## config.mk

```make
export PLATFORM = sky130hd
export DESIGN_NAME = isect_sweep_ctrl
export DESIGN_NICKNAME = d
export VERILOG_FILES = /design/src/rtl/isect_pkg.sv /design/src/rtl/isect_best_hit.sv /design/src/rtl/isect_sweep_ctrl.sv
export SDC_FILE = /design/constraint.sdc
export NUM_CORES = 1
export LEC_CHECK = 0
export ABC_AREA = 1
export BUFFER_PORTS_ARGS = -buffer_cell sky130_fd_sc_hd__buf_2
export CORE_AREA = 2 2 522 524
export CTS_CLUSTER_SIZE = 10
export DETAILED_ROUTE_END_ITERATION = 6
export DIE_AREA = 0 0 524 526
export HOLD_SLACK_MARGIN = 0.03
export RECOVER_POWER = 100
export SETUP_SLACK_MARGIN = 0.1
export SYNTH_ARGS = -nofsm -noshare
export SYNTH_HDL_FRONTEND = slang
export SYNTH_HIERARCHICAL = 1
export SYNTH_SLANG_ARGS = --single-unit
```

## constraint.sdc

```tcl
create_clock -name i_clk -period 5.5 [get_ports i_clk]
set_input_delay 0.55 -clock i_clk [delete_from_list [all_inputs] [get_ports i_clk]]
set_output_delay 0.55 -clock i_clk [all_outputs]
set_load 0.02 [all_outputs]
```

## src/rtl/isect_pkg.sv

```systemverilog
// Shared types and constants for the ray/triangle sweep sequencer.
package isect_pkg;

    typedef logic [0:2][31:0]       vec3_t;
    typedef logic [0:2][0:2][31:0]  triangle_t;
    typedef logic [0:1][0:2][31:0]  ray_t;

    typedef enum logic [1:0] {
        StIdle,
        StFetch,
        StEval,
        StDone
    } sweep_state_t;

    localparam logic signed [31:0] Q16_ONE = 32'sh00010000;

endpackage

```

## src/rtl/isect_best_hit.sv

```systemverilog
// Closest-hit tracker: keeps best t / index / normal plus the sticky invalid flag.
module isect_best_hit #(
    parameter int unsigned IDX_W = 16
) (
    input  logic             i_clk,
    input  logic             rst,
    input  logic             i_clear,
    input  logic             i_sample,
    input  logic [IDX_W-1:0] i_idx,
    input  logic             i_result,
    input  logic             i_invalid,
    input  logic [31:0]      i_t,
    input  logic [0:2][31:0] i_normal,
    output logic             o_hit,
    output logic [IDX_W-1:0] o_idx,
    output logic [31:0]      o_t,
    output logic [0:2][31:0] o_normal,
    output logic             o_invalid
);

    logic take;

    // Strict less-than keeps the earlier (lower) index on equal t.
    always_comb begin
        take = i_sample && i_result && !i_invalid &&
               (!o_hit || ($signed(i_t) < $signed(o_t)));
    end

    always_ff @(posedge i_clk or negedge rst) begin
        if (!rst) begin
            o_hit     <= 1'b0;
            o_idx     <= '0;
            o_t       <= '0;
            o_normal  <= '0;
            o_invalid <= 1'b0;
        end else if (i_clear) begin
            o_hit     <= 1'b0;
            o_idx     <= '0;
            o_t       <= '0;
            o_normal  <= '0;
            o_invalid <= 1'b0;
        end else begin
            if (take) begin
                o_hit    <= 1'b1;
                o_idx    <= i_idx;
                o_t      <= i_t;
                o_normal <= i_normal;
            end
            if (i_sample && i_invalid) begin
                o_invalid <= 1'b1;
            end
        end
    end

endmodule

```

## src/rtl/isect_sweep_ctrl.sv

```systemverilog
// Sweeps one ray over a contiguous triangle list, keeping the closest valid hit.
// Optional ISECT_ANY_HIT_EN adds i_any_hit: stop at the first accepted hit (shadow rays).
module isect_sweep_ctrl
    import isect_pkg::*;
#(
    parameter int unsigned IDX_W     = 16,
    parameter int unsigned ADDR_W    = 32,
    parameter int unsigned ISECT_LAT = 0
) (
    input  logic                   i_clk,
    input  logic                   rst,
    input  logic                   i_valid,
    output logic                   o_ready,
    input  logic [0:1][0:2][31:0]  i_ray,
    input  logic [ADDR_W-1:0]      i_base,
    input  logic [IDX_W-1:0]       i_count,
`ifdef ISECT_ANY_HIT_EN
    input  logic                   i_any_hit,
`endif
    output logic                   o_tri_req,
    output logic [ADDR_W-1:0]      o_tri_addr,
    input  logic                   i_tri_valid,
    input  logic [0:2][0:2][31:0]  i_tri_data,
    output logic [0:2][0:2][31:0]  o_isect_triangle,
    output logic [0:1][0:2][31:0]  o_isect_ray,
    input  logic                   i_isect_result,
    input  logic                   i_isect_invalid,
    input  logic [31:0]            i_isect_t,
    input  logic [0:2][31:0]       i_isect_normal,
    output logic                   o_valid,
    input  logic                   i_ready,
    output logic                   o_hit,
    output logic [IDX_W-1:0]       o_hit_idx,
    output logic [31:0]            o_hit_t,
    output logic [0:2][31:0]       o_hit_normal,
    output logic                   o_invalid
);

    localparam int unsigned CntW = (ISECT_LAT > 0) ? $clog2(ISECT_LAT + 1) : 1;

    sweep_state_t     state_q;
    logic [IDX_W-1:0] idx_q;
    logic [IDX_W-1:0] count_q;
    logic [CntW-1:0]  cnt_q;
    logic             clear;
    logic             sample;
    logic             last;
    logic             stop_early;

    assign o_ready   = (state_q == StIdle);
    assign o_valid   = (state_q == StDone);
    assign o_tri_req = (state_q == StFetch);

    assign clear  = (state_q == StIdle) && i_valid;
    assign sample = (state_q == StEval) && (cnt_q == '0);
    assign last   = (idx_q == count_q - IDX_W'(1));

`ifdef ISECT_ANY_HIT_EN
    logic any_hit_q;

    // In any-hit mode nothing is held before the first hit, so any clean hit is taken.
    assign stop_early = any_hit_q && i_isect_result && !i_isect_invalid;

    always_ff @(posedge i_clk or negedge rst) begin
        if (!rst) begin
            any_hit_q <= 1'b0;
        end else if (clear) begin
            any_hit_q <= i_any_hit;
        end
    end
`else
    assign stop_early = 1'b0;
`endif

    always_ff @(posedge i_clk or negedge rst) begin
        if (!rst) begin
            state_q          <= StIdle;
            idx_q            <= '0;
            count_q          <= '0;
            cnt_q            <= '0;
            o_tri_addr       <= '0;
            o_isect_triangle <= '0;
            o_isect_ray      <= '0;
        end else begin
            unique case (state_q)
                StIdle: begin
                    if (i_valid) begin
                        o_isect_ray <= i_ray;
                        o_tri_addr  <= i_base;
                        count_q     <= i_count;
                        idx_q       <= '0;
                        state_q     <= (i_count == '0) ? StDone : StFetch;
                    end
                end
                StFetch: begin
                    if (i_tri_valid) begin
                        o_isect_triangle <= i_tri_data;
                        cnt_q            <= CntW'(ISECT_LAT);
                        state_q          <= StEval;
                    end
                end
                StEval: begin
                    if (cnt_q != '0) begin
                        cnt_q <= cnt_q - CntW'(1);
                    end else if (last || stop_early) begin
                        state_q <= StDone;
                    end else begin
                        // o_tri_addr tracks base + idx and wraps at ADDR_W.
                        idx_q      <= idx_q + IDX_W'(1);
                        o_tri_addr <= o_tri_addr + ADDR_W'(1);
                        state_q    <= StFetch;
                    end
                end
                StDone: begin
                    if (i_ready) begin
                        state_q <= StIdle;
                    end
                end
                default: state_q <= StIdle;
            endcase
        end
    end

    isect_best_hit #(
        .IDX_W (IDX_W)
    ) u_best_hit (
        .i_clk     (i_clk),
        .rst       (rst),
        .i_clear   (clear),
        .i_sample  (sample),
        .i_idx     (idx_q),
        .i_result  (i_isect_result),
        .i_invalid (i_isect_invalid),
        .i_t       (i_isect_t),
        .i_normal  (i_isect_normal),
        .o_hit     (o_hit),
        .o_idx     (o_hit_idx),
        .o_t       (o_hit_t),
        .o_normal  (o_hit_normal),
        .o_invalid (o_invalid)
    );

endmodule
```

Word-level counts from Yosys, hierarchy flattened
Index checks and enable logic that the tools add are counted. W data, S select, Z words.

Flip-flop bits (word level): 693. Input port bits: 663. Output and inout bits: 661. Logic and storage cells: 90.

Add/subtract/negate cells: 4. Magnitude comparators: 1. Equal/unequal tests: 9. Muxes and demuxes: 28. Bitwise gates (word level): 1. Reduce and logical (&&, ||, !) cells: 20.

Operators with widths (count): $mux W96 (2); $mux W32 (5); $mux W16 (5); $pmux W32 S2 (1); $add A32 B1 Y32 const B (1); $lt A32 B32 Y1 (1); $pmux W16 S2 (1); $add A16 B1 Y16 const B (1); $eq A16 B16 Y1 (1); $logic_not A16 Y1 (1); $sub A16 B1 Y16 const B (1); $mux W2 (6); $pmux W2 S4 (1); $reduce_and A4 Y1 (2); $reduce_bool A2 Y1 (4); $logic_and A1 B1 Y1 (6); $mux W1 (6); $ne A2 B2 Y1 const B (3); $reduce_and A2 Y1 (3); $eq A2 B2 Y1 const B (2); $ne A2 B1 Y1 const B (2); $eq A2 B1 Y1 const B (1); $logic_not A1 Y1 (2); $logic_not A2 Y1 (1); other kinds (4) (4).

Depth between registers and ports, before layout
Gate-level depths: netlist of run 1.

Word-level depth: 7. Depth in mapped cells: 20. Gate-level depth less buffers: 17.

Modules after synthesis
The synthesis of run 1 kept the hierarchy.

Modules (own cells, without submodules): isect_sweep_ctrl (times used 1, cells an instance 2190, area each 22594.2 µm²); isect_best_hit (times used 1, cells an instance 801, area each 7066.8 µm²).

Worst setup path after synthesis of run 1
Ideal clock, no wire load.

Path kind: reg-to-reg. From: register state_q[0]. To: register u_best_hit.o_t[17]. Setup time: 0.118 ns. Data arrival time: 2.425 ns. Path slack: 2.957 ns. Stages on the path, launching flop included: 11. Path buffers: 4. Clock period less this slack: 2.543 ns. Path through: dfrtp_1 > nor2_1 > nand2_1 > inv_1 > clkbuf_1 > clkbuf_1 > inv_2 > clkbuf_1 > clkbuf_1 > nand4_1 > nand2_1.

RTL lines: from (decl) (RTL line isect_sweep_ctrl.sv:41) `sweep_state_t state_q;`; from (signal assigned) (RTL line isect_sweep_ctrl.sv:77) `state_q <= StIdle;`; from (signal assigned) (RTL line isect_sweep_ctrl.sv:92) `state_q <= (i_count == '0) ? StDone : StFetch;`; from (signal assigned) (RTL line isect_sweep_ctrl.sv:99) `state_q <= StEval;`; $logic_not A2 Y1 (*); via o_ready (RTL line isect_sweep_ctrl.sv:13) `output logic o_ready,`; $logic_and A1 B1 Y1 (*) (RTL line isect_sweep_ctrl.sv:54) `assign clear = (state_q == StIdle) && i_valid;`; via clear (RTL line isect_sweep_ctrl.sv:45) `logic clear;`; $mux W32 or $reduce_bool A2 Y1 (tied branches); to (signal assigned) (RTL line isect_best_hit.sv:46) `o_t <= i_t;`; to (decl) (RTL line isect_best_hit.sv:16) `output logic [31:0] o_t,`.

The timed path passes the listed nets; every way through them passes the cells marked *. A chain may end at the register's enable or synchronous reset.

Final worst setup path of run 1
From: input port i_isect_t[25]. To: register u_best_hit/o_normal[15] (netlist bit).

Word-level cells in the longest chain between the ends: 4.

RTL lines: from (decl) (RTL line isect_sweep_ctrl.sv:28) `input logic [31:0] i_isect_t,`; $lt A32 B32 Y1 (RTL line isect_best_hit.sv:26) `(!o_hit || ($signed(i_t) < $signed(o_t)));`; $logic_or A1 B1 Y1 (RTL line isect_best_hit.sv:26); $logic_and A1 B1 Y1 (RTL line isect_best_hit.sv:25) `take = i_sample && i_result && !i_invalid &&`; $reduce_bool A2 Y1 (no source line); to (signal assigned) (RTL line isect_best_hit.sv:47) `o_normal <= i_normal;`; to (decl) (RTL line isect_best_hit.sv:17) `output logic [0:2][31:0] o_normal,`.

Every way passes these cells.

==> results of run 1 <==
routing by layer:
metal	vias to the layer above	track usage (%)	part of all wire, %
met5	-	0	0.12
met4	38	7.27	5.9
met3	461	6.81	11
met2	1443	23.5	47
met1	14400	14.9	36
li1	13800	-	-
cell families (layout without fill, tap and decap cells):
kind of cell | count (synthesis) | count (layout) | share of synthesized area, %
compound gates | 67 | 67 | 1.19
xor+xnor | 37 | 37 | 1.09
fa+ha+maj | 34 | 34 | 1.43
buf+inv | 294 | 2268 | 4.26
flops | 692 | 692 | 58.4
mux | 288 | 288 | 10.9
other cells | 0 | 65 | 0
simple gates | 1579 | 1579 | 22.7
path summary, 6_finish.rpt:
kind                                                 from                                   to  cells past startpoint  slack, ns
setup / recovery                            i_isect_t[25]  u_best_hit/o_normal[15]$_DFFE_PN0P_                     14       1.10
hold / removal                                i_tri_valid               state_q[0]$_DFFE_PN0P_                      4       0.10
setup reg to reg           u_best_hit/o_t[27]$_DFFE_PN0P_  u_best_hit/o_normal[15]$_DFFE_PN0P_                     13       1.11
hold reg to reg              o_isect_ray[162]$_DFFE_PN0P_         o_isect_ray[162]$_DFFE_PN0P_                      2       0.47
max in group asynchronous                             rst         o_isect_ray[169]$_DFFE_PN0P_                      3       1.46
min in group asynchronous                             rst  u_best_hit/o_normal[80]$_DFFE_PN0P_                      2       0.30
cells in the mapped netlist, types with 34 or more instances:
master and count:
buf_2 54, clkbuf_1 109, dfrtp_1 692, ha_1 34
inv_1 107, mux2_2 288, nand2_1 1059, nand3_1 220
nand4_1 165, nor2_1 88, o21ai_0 35
sequential cells by signal, summed over array words and instances (netlist names):
signal	count
count_q	16
idx_q	16
o_isect_ray	192
o_isect_triangle	288
o_tri_addr	32
state_q	2
u_best_hit/o_hit	1
u_best_hit/o_idx	16
u_best_hit/o_invalid	1
u_best_hit/o_normal	96
u_best_hit/o_t	32
per-stage QoR:
step / hold WS (ns) / cells / total power [W] / area (um2)
after CTS: 0.0301 / 8535 / 0.0302 / 50000
after global placement: 0.458 / 7730 / 0.0225 / 40300
after detailed placement: 0.460 / 7730 / 0.0226 / 40300
after floorplan: 0.254 / 2991 / 0.0159 / 29700
after global routing: 0.0475 / 8578 / 0.0310 / 49100
final: 0.102 / 8600 / 0.0291 / 49200
cell usage in the layout, fill, tap and decap left out, types with 3 or more instances in the layout:
cell and count:
nor2_4 4, nand3b_1 7, a21oi_1 24, bufinv_16 11, clkinv_2 10, clkbuf_16 101, ha_1 34, clkinvlp_4 7
inv_6 4, clkbuf_2 3, dlygate4sd3_1 633, diode_2 65, nand3_1 219, nand2_1 1059, buf_4 9, buf_12 6
nand4_1 165, dfrtp_1 692, mux2_2 288, o21ai_0 35, xnor2_1 16, clkbuf_1 690, inv_1 107, clkinv_4 3
nor3_1 24, nor2_2 4, clkbuf_8 17, nor2_1 86, xor2_1 21, buf_2 661
power by group through the flow:
stage / combinational, W / clock [W] / sequential, W
2_1_floorplan: 0.00423 / 0 / 0.0117
5_1_grt: 0.0144 / 0.00725 / 0.00939
3_3_place_gp: 0.0136 / 0 / 0.00896
4_1_cts: 0.0141 / 0.00707 / 0.00898
3_5_place_dp: 0.0137 / 0 / 0.00899
6_report: 0.0132 / 0.00679 / 0.00908
critical path, cell delays in order:
cell,delay (ns)
dlygate4sd3_1,0.54
buf_2,0.16
ha_1,0.30
nand2_1,0.06
nor2_1,0.51
nand2_1,0.14
nor2_1,0.13
nand2_1,0.08
nand3_1,0.13
nand3_4,0.48
nand2_4,1.34
buf_4,0.41
nand3_1,0.11
nand2_1,0.08
cell type report:
type	instances	area (um2)	area share, %
diodes	65	163	0.331
clock buffers	138	2840	5.77
clock inverters	34	485	0.987
inverters	111	429	0.872
multi-input cells	2005	11100	22.6
flip-flops and latches	692	17300	35.2
well taps	3570	4470	9.08
repair buffers	1985	12400	25.2
==> qor.txt, run 1 <==
wirelength, routed: 203000 um
Vias/cell: 3.50
Nets: 5593
Via Count: 30100
Slew headroom: -119%
Fillers: 30200
peak supply drop: 294 uV
Antenna Nets Post-Route: 0
Crit Path Class: in2reg
CP Data Required Time: 6.23 ns
Initial DRC Count: 1743
synth warn: 6
Setup crit start kind: input port
H-tree depth: 3
final setup vio count: 0
Num CTS Buffers: 101
worst-margin pin slew: 3.28 ns
Total GRT Usage: 14.2%
pwr dens: 592 mW/mm2
fin util: 18.2%
final worst-path cycle share: 80.1%
Slew Limit Fails: 956
cts hold-fix bufs: 633
total gr overflow: 0
wire per inst: 23.6 um
sequential cell area fraction in the yosys report: 58.4%
Setup TNS: 0 ns
Post-CTS Repair Setup Buffers: 0
initial core utilization: 11.0%
Clock Power Share: 23.3%
clk_skew: 0.0539 ns
Net Count, Synth: 3688
routability cong.: 0.918
crit-path max FO: 129
largest area contributor in the synthesized netlist: dfrtp_1
die width: 524 um
Resize count post-CTS: 0
Worst-Skew Late Latency: 0.82 ns
max-cap violations: 11
Yosys cell types: 39
largest net degree at the start of global routing: 158
Post-DP HPWL: 163000 um
Int Power: 0.0152 W
Area contributors post-synth: dfrtp_1 (58%), nand2_1 (13%), mux2_2 (11%)
Worst-path clk slew: 0.06 ns
I/O Buffers: 1323
Clock Path Buffers: 4
share of Yosys cell area claimed by the top area cell type: 58.4%
Combinational Power Share: 45.5%
IO Pins: 1324
first-pass GRT wire length: 266000 um
Syn Area/Cell: 9.92 um2
Final min period: 4.40 ns
RSZ-0062 raised after global routing: false
DP Worst Slack: 1.35 ns
die height: 526 um
initial antenna violation count: 157
overall die area: 0.276 mm2
Row Count: 191
Core Region: 0.270 mm2
CP endpoint kind: register
FF+latch count, synth: 692
arrival time at the worst endpoint: 5.13 ns
sequential cell fraction of total power: 31.2%
mapped cell area: 0.0297 mm2
Post-route DRC: 0
fin worst setup slack: 1.10 ns
vias in the first global route: 30400
Sw Ratio: 47.6%
TritonCTS clock tree: yes
Root Buffer: clkbuf_16
HP Class: in2reg
failing checks: max-capacitance violations, max-slew violations
endpoints failing hold: 0
CTS sink cnt: 692
status: finished with violations
net switching power: 0.0139 W
ys async rst share: 100%
Post-synth EDFFs: 0
TritonRoute pass-1 iters: 7
share of post-route cells with drive strength above 1: 23.0%
Peak Freq: 227 MHz
Primary FF master, synth: dfrtp_1
Cells after Synth: 2991
leak pwr: 22.5 nW
Area growth, synth to finish: 65.9%
No activity file was read; power rests on OpenSTA's default activity.
==> run 2, diff against run 1 <==
- ABC_AREA: 1 -> 0
- CORE_AREA: 2 2 522 524 -> 2 2 508 510
- DIE_AREA: 0 0 524 526 -> 0 0 510 512
- clock period: 5.5 -> 3.8 ns (I/O delays scaled with it)
==> run 2 against run 1 <==
The flow still finishes with violations (max-capacitance violations, max-slew violations). First-iteration DRC count fell by 13%. Die area shrank 5.3%. Setup slack worse by 0.70 ns. Critical path depth decreased by 3. Sequential power up 42%. Global-route usage grew 0.39 points. Clock power is 34% higher. Sequential share of layout area is 0.20 points lower. Synthesized area grew 0.57%. Design area increased by 0.57%. Largest cell class unchanged.
==> qor.txt, run 2 <==
status: finished with violations
failing checks: max-capacitance violations, max-slew violations
Core Region: 0.256 mm2
ys async rst share: 100%
die height: 512 um
die width: 510 um
Primary FF master, synth: dfrtp_1
min-delay src: i_tri_valid
Clock Power Share: 22.4%
Largest regs: o_isect_triangle x288, o_isect_ray x192, u_best_hit/o_normal x96
peak supply drop: 455 uV
Post-DP HPWL: 165000 um
final worst-path cycle share: 89.5%
RSZ-0062 raised after global routing: false
first-pass GRT wire length: 260000 um
Crit Path Class: reg2reg
net switching power: 0.0190 W
Worst-path clk slew: 0.06 ns
H-tree depth: 3
Vias/cell: 3.55
Antenna Nets Post-Route: 0
I/O Buffers: 1323
max-cap violations: 3
Clock Path Buffers: 3
Row Count: 186
Worst-Skew Late Latency: 0.77 ns
CTS sink cnt: 692
Post-Layout Cell Count: 8144
arrival time at the worst endpoint: 4.04 ns
share of post-route cells with drive strength above 1: 24.2%
sequential cell area fraction in the yosys report: 58.0%
Initial DRC Count: 1518
global-route met2 utilization: 23.9%
Post-route DRC: 0
synth warn: 6
endpoints failing hold: 0
Syn Area/Cell: 11.2 um2
Root Buffer: clkbuf_16
vias in the first global route: 30200
commonest cells after routing, fill and taps aside: clkbuf_1 (701), dfrtp_1 (692), buf_2 (662)
largest area contributor in the synthesized netlist: dfrtp_1
Net Count, Synth: 3366
Combinational Power Share: 45.6%
GR met3 Demand/Resource: 8.58%
routability cong.: 0.949
Setup crit start kind: register
TritonRoute pass-1 iters: 6
HP Class: in2reg
gr busiest metal: met2
most numerous cell in the Yosys netlist: dfrtp_1
Final min period: 3.40 ns
final hold slack: 0.0878 ns
wirelength, routed: 198000 um
placed cell count: 7284
overall die area: 0.261 mm2
Area growth, synth to finish: 65.9%
Cells after Synth: 2669
Slew Limit Fails: 242
CP endpoint kind: register
Area contributors post-synth: dfrtp_1 (58%), mux2_2 (11%), nand2_1 (8.2%)
final setup vio count: 0
Slew headroom: -62.2%
crit-path max FO: 18
wire per inst: 24.4 um
design area: 0.0495 mm2
commonest cells in the netlist: dfrtp_1 (692), nand2_1 (654), nand2b_1 (292), mux2_2 (290), mux2i_1 (149)
commonest non-fill, non-tap cell in the layout: clkbuf_1
Yosys cell types: 64
worst r2r src: count_q[0]$_DFFE_PN0P_
share of Yosys cell area claimed by the top area cell type: 58.0%
initial antenna violation count: 131
IO Pins: 1324
CP Data Required Time: 4.44 ns
Post-CTS Repair Setup Buffers: 0
Top reg by flops: o_isect_triangle
Power, Total: 0.0404 W
clk_skew: 0.0551 ns
mapped cell area: 0.0298 mm2
leak pwr: 21.5 nW
largest net degree at the start of global routing: 172
Int Power: 0.0214 W
sequential cell fraction of total power: 32.0%
Num CTS Buffers: 94
met1 Usage GRT: 14.9%
DP Area: 0.0407 mm2
Total GRT Usage: 14.6%
Via Count: 28900
Post-synth EDFFs: 0
worst-margin pin slew: 2.43 ns
Largest register FFs: 288
total gr overflow: 0
initial core utilization: 11.7%
Nets: 5351
TritonCTS clock tree: yes
crit path from: count_q[0]$_DFFE_PN0P_
Peak Freq: 294 MHz
Sw Ratio: 47.0%
pwr dens: 817 mW/mm2
FF+latch count, synth: 692
## run 2: timing repair
| action | in CTS | in global routing |
|---|---|---|
| endpoints found under the hold margin | 720 | 0 |
| hold buffers | 658 | 0 |
| gates resized for setup | 0 | 0 |
## run 2: worst paths after layout
kind	end	slack, ns	cells past startpoint
setup reg to reg	o_tri_addr[19]$_DFFE_PN0P_	0.40	11
hold / removal	state_q[1]$_DFFE_PN0P_	0.09	3
setup / recovery	o_tri_addr[19]$_DFFE_PN0P_	0.40	11
hold reg to reg	o_isect_ray[114]$_DFFE_PN0P_	0.47	2
min in group asynchronous	idx_q[14]$_DFFE_PN0P_	0.97	2
max in group asynchronous	o_isect_triangle[182]$_DFFE_PN0P_	0.72	4
## run 2: area by class of cell
type                       instances  area [um2]
antenna                           50         125
clock buffer                     115        2520
clock inverter                    37         564
fill                           28300      206000
inverter                          39         154
multi-input combinational       1784       11700
sequential                       692       17300
tap                             3384        4230
timing repair buffer            2043       12900
## run 2: cell families (layout without fill, tap and decap cells)
family | count (synthesis) | after routing | share of synthesized area, %
simple gates | 1120 | 1120 | 17.6
fa+ha+maj | 34 | 34 | 1.43
other cells | 0 | 50 | 0
mux | 439 | 439 | 15.9
compound gates | 168 | 168 | 3.46
flops | 692 | 692 | 58.0
xor+xnor | 23 | 23 | 0.675
buf+inv | 193 | 2234 | 2.84
## run 2: power groups by stage
stage	registers (W)	clock network (W)	logic (W)
detailed placement	0.0128	0	0.0191
CTS	0.0128	0.00941	0.0198
finish	0.0129	0.00907	0.0184
global route	0.0133	0.00967	0.0199
floorplan	0.0164	0	0.00592
global placement	0.0127	0	0.0189
## run 2: through the flow
stage                     utilization [%]  setup TNS, ns  worst slack (ns)
after floorplan                         -              0             0.781
after global placement               15.9         -19.79            -0.265
after detailed placement             15.9              0             0.430
after CTS                            19.7              0             0.419
after global routing                 19.3              0            0.0586
final                                19.3              0             0.399
## run 2: critical path, cell delays in order (launching register included)
cell	delay (ns)
dfrtp_1	0.41
inv_1	0.09
ha_1	0.29
or4b_1	0.58
nor4_1	0.34
mux2_1	0.36
o21ai_1	0.17
nand4_2	0.18
nor2_2	0.35
nor3_4	0.04
buf_4	0.23
a2bb2oi_1	0.21
## run 2: layer usage
metal	routed length (um)	vias up	share of wire [%]
li1	-	12900	-
met1	70100	14100	35
met2	91600	1433	46
met3	26800	414	13
met4	9570	58	4.8
met5	397	-	0.20
==> run 3, diff against run 2 <==
--- a/config.mk
+++ b/config.mk
@@ -8,4 +8,6 @@
 export ABC_AREA = 0
 export BUFFER_PORTS_ARGS = -buffer_cell sky130_fd_sc_hd__buf_2
+export CELL_PAD_IN_SITES_DETAIL_PLACEMENT = 1
+export CELL_PAD_IN_SITES_GLOBAL_PLACEMENT = 1
 export CORE_AREA = 2 2 508 510
 export CTS_CLUSTER_SIZE = 10
@@ -13,4 +15,5 @@
 export DIE_AREA = 0 0 510 512
 export HOLD_SLACK_MARGIN = 0.03
+export PLACE_DENSITY_LB_ADDON = 0.1
 export RECOVER_POWER = 100
 export SETUP_SLACK_MARGIN = 0.1
==> constraint.sdc (replaced) <==
create_clock -name i_clk -period 3.85 [get_ports i_clk]
set_input_delay 0.1925 -clock i_clk [delete_from_list [all_inputs] [get_ports i_clk]]
set_output_delay 0.1925 -clock i_clk [all_outputs]
set_load 0.02 [all_outputs]
==> run 3 against run 2 <==
The flow still finishes with violations (max-capacitance violations, max-slew violations). Register-to-register slack improved by 0.09 ns. Wire length decreased by 6.4%. Non-clock buffer count increased by 37. Worst hold slack improved by 0.063 ns. Clock-buffer cell count increased by 45. Critical path type unchanged. Highest routed layer unchanged.
==> qor.txt, run 3 (same netlist as run 2, synthesis figures left out) <==
Slew headroom: -55.9%
pwr dens: 787 mW/mm2
fin worst setup slack: 0.490 ns
Worst-path clk slew: 0.06 ns
final worst-path cycle share: 87.3%
Via Count: 28300
vias in the first global route: 31000
die height: 512 um
I/O Buffers: 1323
peak supply drop: 412 uV
CP Data Required Time: 4.49 ns
clk_skew: 0.0843 ns
share of post-route cells with drive strength above 1: 24.5%
Largest regs: o_isect_triangle x288, o_isect_ray x192, u_best_hit/o_normal x96
Peak Freq: 298 MHz
endpoints failing hold: 0
commonest non-fill, non-tap cell in the layout: clkbuf_1
Post-route DRC: 0
IO Pins: 1324
total gr overflow: 0
die width: 510 um
Root Buffer: clkbuf_16
Num CTS Buffers: 101
TritonCTS clock tree: yes
CTS sink cnt: 692
Vias/cell: 3.44
arrival time at the worst endpoint: 4.00 ns
HP Class: in2reg
Area growth, synth to finish: 68.4%
Clock Path Buffers: 3
overall die area: 0.261 mm2
Largest register FFs: 288
first-pass GRT wire length: 255000 um
status: finished with violations
largest net degree at the start of global routing: 140
Fillers: 29800
final setup vio count: 0
Nets: 5395
initial antenna violation count: 119
Core Region: 0.256 mm2
worst-margin pin slew: 2.34 ns
Post-DP HPWL: 147000 um
DP Worst Slack: 0.415 ns
TritonRoute pass-1 iters: 4
wirelength, routed: 186000 um
Slew Limit Fails: 283
wire per inst: 22.6 um
Setup crit start kind: register
Row Count: 186
Antenna Nets Post-Route: 0
failing checks: max-capacitance violations, max-slew violations
CP endpoint kind: register
Final min period: 3.36 ns
Worst-Skew Late Latency: 0.79 ns
commonest cells after routing, fill and taps aside: clkbuf_1 (702), dlygate4sd3_1 (699), dfrtp_1 (692)
routability cong.: 0.781
Top reg by flops: o_isect_triangle
Crit Path Class: reg2reg
Initial DRC Count: 945
Setup TNS: 0 ns
crit-path max FO: 8
Post-CTS Repair Setup Buffers: 0
Total GRT Usage: 13.8%
leak pwr: 21.9 nW
initial core utilization: 11.7%
max-cap violations: 4
RSZ-0062 raised after global routing: false
H-tree depth: 3
## run 3: cell count changes in the layout (fill, tap and decap cells not counted), sizes merged
cell / previous run / this run
buf: 685 / 688
bufinv: 8 / 1
clkbuf: 815 / 852
clkinvlp: 2 / 0
diode: 50 / 59
dlygate4sd3: 658 / 699
dlymetal6s4s: 0 / 1
inv: 43 / 42
## run 3: timing repair
item                                   4_1_cts  5_1_grt
resized for setup                            0        2
hold buffers                               699        0
setup endpoints to repair                    0        1
endpoints found under the hold margin      827        0
## run 3: stage by stage
stage	total power [W]	cells	cell area, um2	hold WS, ns	util, %
floorplan	0.0220	2669	29800	-0.103	-
global placement	0.0306	7280	40700	0.305	15.9
detailed placement	0.0307	7280	40700	0.296	15.9
CTS	0.0417	8166	51100	0.0305	20.0
global route	0.0423	8198	50200	0.0782	19.6
finish	0.0395	8225	50200	0.151	19.6
## run 3: area by class of cell
type                    instances  area (um2)  share of cell area [%]
well taps                    3384        4230                    8.43
multi-input cells            1784       11700                    23.3
inverters                      39         154                   0.306
diodes                         59         148                   0.294
repair buffers               2080       13300                    26.4
clock buffers                 160        3100                    6.17
clock inverters                27         323                   0.643
flip-flops and latches        692       17300                    34.5
## run 3: worst max-delay path, cell delays in order (launching register included)
cell           delay [ns]
dfrtp_1              0.46
or4_1                0.71
nor4_2               0.36
mux2_2               0.37
o21ai_1              0.16
nand4_2              0.19
nor2_4               0.30
o22a_1               0.20
dlygate4sd3_1        0.53
## run 3: report_power, final
| part | leakage (nW) | internal [W] | switching, W | total, W |
|---|---|---|---|---|
| logic | 11.6 | 0.00554 | 0.0117 | 0.0172 |
| clock network | 1.69 | 0.00561 | 0.00411 | 0.00972 |
| registers | 8.58 | 0.0105 | 0.00207 | 0.0126 |
## run 3: routing by layer
layer	global-route usage [%]	wire length, um	up-vias
met2	24.5	92100	987
met5	0	464	-
met4	2.79	4450	70
met3	5.65	17000	284
li1	-	-	13000
met1	15.3	71700	14000
## run 3: final timing paths
check / from / to / slack [ns] / cells after the start
max: count_q[5]$_DFFE_PN0P_ / state_q[1]$_DFFE_PN0P_ / 0.49 / 8
min: i_ray[75] / o_isect_ray[75]$_DFFE_PN0P_ / 0.15 / 4
max reg2reg: count_q[5]$_DFFE_PN0P_ / state_q[1]$_DFFE_PN0P_ / 0.49 / 8
min reg2reg: o_isect_ray[87]$_DFFE_PN0P_ / o_isect_ray[87]$_DFFE_PN0P_ / 0.47 / 2
max in group asynchronous: rst / u_best_hit/o_normal[56]$_DFFE_PN0P_ / 0.64 / 4
min in group asynchronous: rst / u_best_hit/o_normal[11]$_DFFE_PN0P_ / 1.22 / 3
